### src/rtl/fp_mul_core.sv
// rtl/fp_mul_core.sv - sequential IEEE-754 single-precision multiplier core (shift-add, 1 bit/cycle)
// Optional rounding: define FPMUL_ROUND_EN for round-to-nearest-even, otherwise truncate.
module fp_mul_core (
    input  logic        clk,
    input  logic        rst,
    input  logic        start,
    input  logic [31:0] in1,
    input  logic [31:0] in2,
    output logic        busy,
    output logic        done,
    output logic [31:0] temp_result
);

    typedef enum logic [1:0] {
        ST_IDLE = 2'd0,
        ST_MUL  = 2'd1,
        ST_NORM = 2'd2,
        ST_PACK = 2'd3
    } state_t;

    state_t             r_state;
    logic               r_busy;
    logic               r_done;
    logic [31:0]        r_result;
    logic               r_sign;
    logic               r_zero;
    logic [7:0]         r_exp1;
    logic [7:0]         r_exp2;
    logic [47:0]        r_mcand;
    logic [23:0]        r_mplier;
    logic [47:0]        r_acc;
    logic [4:0]         r_cnt;
    logic signed [9:0]  r_exp;
    logic [22:0]        r_mant;
`ifdef FPMUL_ROUND_EN
    logic               r_guard;
    logic               r_sticky;
    logic               w_round_inc;
    logic [23:0]        w_mant_rnd;
`endif

    logic               w_special;
    logic signed [9:0]  w_exp_sum;
    logic signed [9:0]  w_exp_adj;
    logic [22:0]        w_mant_out;
    logic [31:0]        w_pack;

    // Zero, denormal, Inf and NaN operands bypass the multiply entirely.
    assign w_special = (in1[30:23] == 8'h00) || (in1[30:23] == 8'hFF) ||
                       (in2[30:23] == 8'h00) || (in2[30:23] == 8'hFF);

    // Biased exponent sum; 10-bit signed so underflow shows as a non-positive value.
    assign w_exp_sum = $signed({2'b00, r_exp1} + {2'b00, r_exp2} - 10'd127);

    // Rounding, overflow/underflow saturation and final packing of the result word.
    always_comb begin
        w_exp_adj  = r_exp;
        w_mant_out = r_mant;
`ifdef FPMUL_ROUND_EN
        w_round_inc = r_guard & (r_sticky | r_mant[0]);
        w_mant_rnd  = {1'b0, r_mant} + {23'h0, w_round_inc};
        if (w_mant_rnd[23]) begin
            w_mant_out = 23'h0;
            w_exp_adj  = r_exp + 10'sd1;
        end else begin
            w_mant_out = w_mant_rnd[22:0];
        end
`endif
        if (r_zero) begin
            w_pack = {r_sign, 31'h0};
        end else if (w_exp_adj >= 10'sd255) begin
            w_pack = {r_sign, 8'hFF, 23'h0};
        end else if (w_exp_adj <= 10'sd0) begin
            w_pack = {r_sign, 31'h0};
        end else begin
            w_pack = {r_sign, w_exp_adj[7:0], w_mant_out};
        end
    end

    // Control FSM and datapath registers; reset aborts any operation in flight.
    always_ff @(posedge clk or posedge rst) begin
        if (rst) begin
            r_state  <= ST_IDLE;
            r_busy   <= 1'b0;
            r_done   <= 1'b0;
            r_result <= 32'h0;
            r_sign   <= 1'b0;
            r_zero   <= 1'b0;
            r_exp1   <= 8'h0;
            r_exp2   <= 8'h0;
            r_mcand  <= 48'h0;
            r_mplier <= 24'h0;
            r_acc    <= 48'h0;
            r_cnt    <= 5'd0;
            r_exp    <= 10'sd0;
            r_mant   <= 23'h0;
`ifdef FPMUL_ROUND_EN
            r_guard  <= 1'b0;
            r_sticky <= 1'b0;
`endif
        end else begin
            r_done <= 1'b0;
            case (r_state)
                ST_IDLE: begin
                    // A start coinciding with the done pulse is dropped on purpose.
                    if (start && !r_done) begin
                        r_sign   <= in1[31] ^ in2[31];
                        r_exp1   <= in1[30:23];
                        r_exp2   <= in2[30:23];
                        r_mcand  <= {24'h0, 1'b1, in1[22:0]};
                        r_mplier <= {1'b1, in2[22:0]};
                        r_acc    <= 48'h0;
                        r_cnt    <= 5'd0;
                        r_zero   <= w_special;
                        r_busy   <= 1'b1;
                        r_state  <= w_special ? ST_PACK : ST_MUL;
                    end
                end
                ST_MUL: begin
                    r_acc    <= r_acc + (r_mplier[0] ? r_mcand : 48'h0);
                    r_mcand  <= r_mcand << 1;
                    r_mplier <= r_mplier >> 1;
                    r_cnt    <= r_cnt + 5'd1;
                    if (r_cnt == 5'd23) begin
                        r_state <= ST_NORM;
                    end
                end
                ST_NORM: begin
                    if (r_acc[47]) begin
                        r_mant   <= r_acc[46:24];
                        r_exp    <= w_exp_sum + 10'sd1;
`ifdef FPMUL_ROUND_EN
                        r_guard  <= r_acc[23];
                        r_sticky <= |r_acc[22:0];
`endif
                    end else begin
                        r_mant   <= r_acc[45:23];
                        r_exp    <= w_exp_sum;
`ifdef FPMUL_ROUND_EN
                        r_guard  <= r_acc[22];
                        r_sticky <= |r_acc[21:0];
`endif
                    end
                    r_state <= ST_PACK;
                end
                ST_PACK: begin
                    r_result <= w_pack;
                    r_done   <= 1'b1;
                    r_busy   <= 1'b0;
                    r_state  <= ST_IDLE;
                end
                default: r_state <= ST_IDLE;
            endcase
        end
    end

    assign busy        = r_busy;
    assign done        = r_done;
    assign temp_result = r_result;

endmodule

### config.mk
export PLATFORM = sky130hd
export DESIGN_NAME = fp_mul_core
export DESIGN_NICKNAME = d
export VERILOG_FILES = /design/src/rtl/fp_mul_core.sv
export SDC_FILE = /design/constraint.sdc
export NUM_CORES = 1
export LEC_CHECK = 0
export CORE_ASPECT_RATIO = 0.9
export CORE_MARGIN = 2
export CORE_UTILIZATION = 54
export DETAILED_ROUTE_END_ITERATION = 10
export PLACE_DENSITY = 0.87
export RECOVER_POWER = 50
export SYNTH_ARGS = -nofsm -noshare
export SYNTH_HDL_FRONTEND = slang
export SYNTH_SLANG_ARGS = --single-unit
export TNS_END_PERCENT = 30
### constraint.sdc
create_clock -name clk -period 8.07 [get_ports clk]
set_clock_uncertainty 0.05 [all_clocks]
set_input_delay 1.614 -clock clk [delete_from_list [all_inputs] [get_ports clk]]
set_output_delay 1.614 -clock clk [all_outputs]
set_load 0.1 [all_outputs]
# After elaboration in Yosys (flattened, before gate mapping)
# Cells that the tools add are included.
[word_totals]
register_bits = 212
output_inout_bits = 34
word_cells = 65
[op_classes]
add_sub_neg = 5
n_lt_le_gt_ge = 2
n_eq_ne = 8
n_mux = 21
bitwise = 1
n_reduce_logical = 14
[op_table]
columns = ["op", "n"]
rows = [
  ["48-bit one-hot mux with 2 select lines", 2],
  ["48-bit 2-to-1 mux", 3],
  ["31-bit 2-to-1 mux", 3],
  ["48-bit adder", 1],
  ["24-bit one-hot mux with 2 select lines", 1],
  ["24-bit 2-to-1 mux", 1],
  ["23-bit 2-to-1 mux", 1],
  ["8-bit equality test, second input constant", 2],
  ["8-bit logical NOT", 2],
  ["10-bit by 2-bit adder with 10-bit output, second input constant", 1],
  ["10-bit by 9-bit greater-or-equal comparator with 1-bit output, second input constant", 1],
  ["10-bit by 1-bit <= comparator with 1-bit output, second input constant", 1],
  ["10-bit 2-to-1 mux", 1],
  ["5-bit one-hot mux with 2 select lines", 1],
  ["9-bit by 7-bit subtractor with 10-bit output, second input constant", 1],
  ["8-bit by 8-bit adder with 9-bit output", 1],
  ["2-bit one-hot mux with 4 select lines", 1],
  ["2-bit AND reduction", 4],
  ["2-bit 2-to-1 mux", 3],
  ["5-bit by 1-bit adder with 5-bit output, second input constant", 1],
  ["5-bit equality test, second input constant", 1],
  ["5-bit 2-to-1 mux", 1],
  ["2-bit equality test, second input constant", 2],
  ["2-bit != test, second input constant", 2],
  ["other kinds (9)", 13],
]

# Longest topological paths before layout
# Gate-level depths: netlist of run 1.
[depth]
word_depth = 7
ltp_mapped = 15
depth_no_buf = 15

# Worst setup path before layout of run 1
# OpenSTA, ideal clock, no wires.
[synth_timing]
path_type = "register to register"
from = "register r_mplier[0]"
to = "register r_acc[32]"
setup_ns = 0.129
arrival_time_ns = 3.209
path_slack_ns = 4.682
stages_incl_launch_ff = 15
period_less_slack_ns = 3.388
cell_sequence = "dfrtp_1 -> clkbuf_1 -> and2_1 -> ha_1 -> fa_1 -> a211oi_2 -> o21ai_1 -> a311o_1 -> a21oi_1 -> o31a_1 -> o21ai_1 -> a211o_1 -> a221oi_1 -> xor2_1 -> o21ai_1"
[synth_between]
elab_chain_cells = 3
[synth_rtl]
columns = ["item", "line_no", "source"]
rows = [
  ["start: declaration", "30", "logic [23:0] r_mplier;"],
  ["start signal: assignment", "111", "r_mplier <= {1'b1, in2[22:0]};"],
  ["start signal: assignment", "122", "r_mplier <= r_mplier >> 1;"],
  ["48-bit 2-to-1 mux", "120", "r_acc <= r_acc + (r_mplier[0] ? r_mcand : 48'h0);"],
  ["48-bit adder", "120", ""],
  ["48-bit one-hot mux with 2 select lines", "103", "case (r_state)"],
  ["end signal: assignment", "120", ""],
  ["end: declaration", "31", "logic [47:0] r_acc;"],
]
# Every way passes these cells.
# A chain may end at the register's enable or synchronous reset.

==> impl_metrics.ini, run 1 <==
[status]
outcome = finished with violations
violations = capacitance limit, slew limit

[sta]
post-route-period-util_pct = 55.9
finalSetupViolations = 0
min_period_ns = 4.52
slew_headroom_pct = -102
tns_ns = 0
slew_violations = 215
hold_violations = 0
tightest_slew_ns = 3.04
rsz0062_at_grt = false
fmax_mhz = 221

[power]
seqPwrFrac_pct = 31.7
clkPwrFrac_pct = 18.6
switching_share_pct = 45.4
power.density_nw_per_um2 = 393
intPower_w = 0.00298
pwr-share-comb_pct = 49.7
finalPower_w = 0.00545
p_sw_w = 0.00247
peakVddDrop_mv = 0.361
p_leak_nw = 6.00

[floorplanning]
die_h_um = 145
ios = 101
start_util_pct = 55.1
die_w_um = 161
core_um2 = 21700
num_rows = 51
die_area_um2 = 23400

[yosys]
avgSynthCellArea_um2 = 9.40
seq_area_frac_synth_pct = 44.4
syn_nets = 1410
async_reset_ff_share_pct = 100
yosysWarnings = 0
ys.flop_type = dfrtp_1
synth_cell_types = 61
synth_edf_count = 0
synthCells = 1272
ys_ff_latch = 212
mappedNetlistArea_um2 = 12000

[clock_tree]
cts_inserted_buffers = 23
clkLatencyLatePin_ns = 0.52
root_buffer = clkbuf_16
post_cts_buffers = 0
clk_pin_slew_worst_paths_ns = 0.06
clkSinkCount = 212
h-tree-depth = 1
cts_buffer_depth = 3
hold_buffers = 0
cts_tree = built
post_cts_resized = 0

[place]
postPlaceCellArea_um2 = 13200
dp.cells = 1604
port-buffer-count = 100
gp_congestion = 0.907
hpwl_um = 17300

[final_layout]
final_cells = 1644
num-nets-final = 1476
syn_to_final_growth_pct = 16.0
antenna_cells = 0
regArea_um2 = 5310
multi_input_area_um2 = 6200
final_util_pct = 63.9
nFillCells = 1713
drive_gt1_share_pct = 5.76
design_area_um2 = 13900

[setup_path]
reg2reg_to = r_acc[32]
critPathMaxStageDelay_ns = 1.89
cp_top_family = buffers and inverters
worstPathRequired_ns = 8.58
r2r_setup_slack_ns = 4.01
cp.buffers_inverters = 3
rr_startpoint = r_mplier[0]
crit_arrival_ns = 5.03
cp_cell_sequence = dlygate4sd3_1 > clkinvlp_4 > buf_4
critPathSlowestCell = clkinvlp_4
crit_type = input pin to asynchronous set/reset pin
worstRegToRegCells = 13
cp_max_fo = 148
start_kind = input pin
endpoint_kind = asynchronous set/reset pin

[global_routing]
grt_remaining_overflow = 0
grt_pass1_vias = 9069
grtUsageTotal_pct = 22.0
grt_max_degree = 149
grt_pass1_wl_um = 43700
antenna_found_initial = 0

[detailed_routing]
drc = 0
viasPerCell = 5.69
num_vias = 9357
antenna_left = 0
wire_per_inst_um = 15.4
wl_um = 25400
dr.pass1.iters = 5
drt-initial-drc-count = 643

[hold_path]
hold_path_class = flip-flop to flip-flop
hold_depth = 2
min_to = r_mplier[9]
hp-start = r_mplier[9]

[run]
drv_cap = 2
-- cell families (layout without fill, tap and decap cells) --
family                   after synthesis  in the layout  synth area share, %
multiplexers                          90             90                 7.74
XOR/XNOR                              63             63                 4.61
AND/OR/NAND/NOR                      362            362                 14.1
AO/OA/AOI/OAI                        350            350                 17.7
flip-flops                           212            212                 44.4
buffers and inverters                124            205                 3.93
adder cells (fa/ha/maj)               71             71                 7.55
-- synth_stat cells (30+ instances only) --
cell      count  area share [%]
dfrtp_1     212              44
nand2_1     160             5.0
o21ai_0     136             5.7
a21oi_1      88             3.7
nor2_1       74             2.3
mux2i_1      70             5.9
ha_1         69             7.2
clkbuf_1     57             1.8
inv_1        55             1.7
and2_1       54             2.8
xnor2_1      35             2.6
a22o_1       30             2.2
-- registers in the layout, summed over array words and instances, names as in the netlist --
register / cells
busy: 1
done: 1
r_acc: 48
r_cnt: 5
r_exp: 10
r_exp1: 8
r_exp2: 8
r_mant: 23
r_mcand: 48
r_mplier: 24
r_sign: 1
r_state: 2
r_zero: 1
temp_result: 32
-- metrics by stage --
step | hold slack, ns | setup WS, ns
floorplan | 0.394 | 0.612
global placement | 0.409 | 3.84
detailed placement | 0.415 | 3.71
CTS | 0.432 | 4.06
global route | 0.459 | 2.87
finish | 0.429 | 3.55
-- worst reg2reg max path, cell delays in order, from the launching register on --
cell,delay (ns)
dfrtp_1,0.60
and2_1,0.25
ha_1,0.21
fa_1,0.44
a211oi_2,0.28
o21ai_1,0.17
a311o_1,0.29
a21oi_1,0.33
o31a_1,0.26
o21ai_1,0.14
a211o_1,0.33
a221oi_1,0.34
xor2_1,0.18
o21ai_1,0.07
-- worst max-delay path by stage --
| stage | from | end | slack (ns) | depth (start not counted) |
|---|---|---|---|---|
| after floorplan | rst | busy | 0.61 | 1 |
| after global placement | start | r_mcand[7] | 3.84 | 7 |
| after detailed placement | start | r_mplier[13] | 3.71 | 7 |
| after CTS | r_mplier[0] | r_acc[32] | 4.06 | 13 |
| after global routing | rst | temp_result[14] | 2.87 | 3 |
| final | rst | temp_result[14] | 3.55 | 3 |
-- power by group through the flow --
| stage | clock (W) | combinational [W] | sequential, W |
|---|---|---|---|
| after floorplan | 0 | 0.00164 | 0.00221 |
| after global placement | 0 | 0.00262 | 0.00172 |
| after detailed placement | 0 | 0.00271 | 0.00174 |
| after CTS | 0.00103 | 0.00273 | 0.00173 |
| after global routing | 0.00108 | 0.00299 | 0.00178 |
| final | 0.00101 | 0.00271 | 0.00173 |
-- final cells by class --
class / count / area share [%]
flip-flops and latches: 212 / 38.3
multi-input cells: 936 / 44.7
clock buffers: 35 / 4.91
repair buffers: 110 / 7.71
inverters: 55 / 1.52
clock inverters: 5 / 0.307
well taps: 291 / 2.63
-- layer usage --
layer  global-route usage, %  vias up  part of all wire (%)
li1                        -     4594                     -
met4                    5.13        0                   2.0
met1                    31.2     4469                    47
met5                       0        -                     0
met3                    3.34       44                   5.2
met2                    35.8      250                    46
-- layout by cell type (no fill, tap or decap), types with 7 or more instances in the layout --
master,n
clkdlybuf4s50_1,98
mux2_2,20
o21ai_1,21
o211ai_1,8
a22o_1,30
buf_4,8
mux2i_1,70
o21bai_1,10
dfrtp_1,212
o21a_1,8
clkbuf_1,8
o21ai_0,135
ha_1,68
nor3_1,7
a21oi_1,88
nor2_1,74
a21o_1,13
nand2_1,160
and2_1,54
clkbuf_16,23
xor2_1,28
xnor2_1,35
nand3_1,9
nand4_1,26
inv_1,54
Power figures use the tool's default switching activity.
==> run 2: changes to the inputs <==
Clock period 8.07 ns to 4.6 ns, I/O delays scaled along.
==> run 2 against run 1 <==
Setup slack worse by 2.8 ns. Critical path type is now flip-flop to flip-flop. Non-clock buffer count grew 3. Sequential share of layout area down 0.15 points. Final cell count increased by 0.12%. Highest routed layer unchanged. Global-route usage up 0.32 points. The run still ends with capacitance limit, slew limit left. Power rose by 78%. Count of clock-buffer cells in the layout is 2 lower. Routed wire length rose by 1.8%. Sequential power increased by 76%.
==> impl_metrics.ini, run 2 (synthesized netlist as in run 1, its figures left out) <==
[detailed_routing]
drt-initial-drc-count = 617
wire_per_inst_um = 15.7
dr.pass1.iters = 5
num_vias = 9413
wl_um = 25800
drc = 0
antenna_left = 0
viasPerCell = 5.72

[setup_path]
endpoint_kind = flip-flop
worstRegToRegCells = 13
r2r_setup_slack_ns = 0.75
start_kind = flip-flop
cp_max_fo = 26
crit_arrival_ns = 4.19
reg2reg_to = r_acc[45]
crit_type = flip-flop to flip-flop
rr_startpoint = r_mplier[0]
worstPathRequired_ns = 4.94

[sta]
slew_violations = 214
hold_violations = 0
slew_headroom_pct = -82.9
tightest_slew_ns = 2.74
whs_ns = 0.431
finalSetupViolations = 0
tns_ns = 0
rsz0062_at_grt = false
min_period_ns = 3.85
post-route-period-util_pct = 83.7
fmax_mhz = 260

[clock_tree]
post_cts_resized = 0
hold_buffers = 0
root_buffer = clkbuf_16
clkLatencyLatePin_ns = 0.52
h-tree-depth = 1
clkSinkCount = 212
cts_inserted_buffers = 23
cts_tree = built
cts_buffer_depth = 3
post_cts_buffers = 0
clk_pin_slew_worst_paths_ns = 0.06

[power]
clkPwrFrac_pct = 18.7
pwr-share-comb_pct = 50.1
peakVddDrop_mv = 0.516
p_sw_w = 0.00440
switching_share_pct = 45.3
intPower_w = 0.00532
power.density_nw_per_um2 = 698
p_leak_nw = 6.03
seqPwrFrac_pct = 31.3

[floorplanning]
start_util_pct = 55.1
die_h_um = 145
ios = 101
die_w_um = 161
die_area_um2 = 23400
num_rows = 51
core_um2 = 21700

[final_layout]
num-nets-final = 1479
final_util_pct = 64.2
nFillCells = 1741
mostFrequentLayoutCells = dfrtp_1, nand2_1, o21ai_0
syn_to_final_growth_pct = 16.4
final_cells = 1646
drive_gt1_share_pct = 6.05
layout_commonest_cell = dfrtp_1
antenna_cells = 0

[hold_path]
hp-start = r_mplier[8]
hold_path_class = flip-flop to flip-flop
hold_depth = 2
min_to = r_mplier[8]

[global_routing]
grt_remaining_overflow = 0
grt_max_degree = 118
antenna_found_initial = 0
grtUsageTotal_pct = 22.3
grt_pass1_vias = 9075
grt_pass1_wl_um = 44000

[place]
gp_congestion = 0.915
port-buffer-count = 100
hpwl_um = 18000
dp.cells = 1607

[status]
violations = capacitance limit, slew limit
outcome = finished with violations

[run]
drv_cap = 2
[run 2: power groups by stage]
stage	Clock [W]	Sequential, W	Combinational, W
6_report	0.00182	0.00304	0.00487
2_1_floorplan	0	0.00387	0.00288
3_5_place_dp	0	0.00305	0.00482
3_3_place_gp	0	0.00301	0.00464
4_1_cts	0.00184	0.00304	0.00489
5_1_grt	0.00193	0.00313	0.00533
[run 2: worst max path at each step]
stage	cells past startpoint	start	endpoint	slack (ns)
detailed placement	13	r_mplier[0]	r_acc[32]	0.82
finish	13	r_mplier[0]	r_acc[45]	0.75
floorplan	1	rst	busy	0.87
CTS	13	r_mplier[0]	r_acc[32]	0.80
global placement	13	r_mplier[0]	r_acc[32]	0.96
global route	3	rst	r_mant[17]	0.42
[run 2: per-stage QoR]
step	cell area, µm²	power, W	setup WS, ns
floorplan	12000	0.00675	0.874
global placement	13200	0.00766	0.962
detailed placement	13200	0.00787	0.818
CTS	14000	0.00976	0.799
global route	13900	0.0104	0.421
finish	13900	0.00972	0.751
[run 2: per-layer routing]
layer  up-vias  global-route usage [%]  share of wire [%]
met5         -                       0                  0
met4         0                    6.21                2.3
met3        57                    3.37                5.6
met2       259                    35.5                 46
met1      4499                    32.0                 46
li1       4598                       -                  -
[run 2: final cells by class]
cell class	instances	area [µm²]	area share, %
Clock buffer	33	643	4.62
Inverter	55	208	1.49
Tap cell	291	364	2.62
Clock inverter	6	97.6	0.701
Multi-Input combinational cell	936	6200	44.6
Timing Repair Buffer	113	1100	7.92
Sequential cell	212	5310	38.1
[run 2: critical path: stages (launching register included)]
cell and delay (ns):
dfrtp_1 0.60, buf_4 0.32, and2_1 0.16, ha_1 0.28, a21oi_1 0.25, o21bai_1 0.12, a2111oi_0 0.58, o31a_1 0.22
nand2b_1 0.06, o21ai_1 0.28, o21ai_1 0.17, a221oi_1 0.37, xor2_1 0.18, o21ai_1 0.07
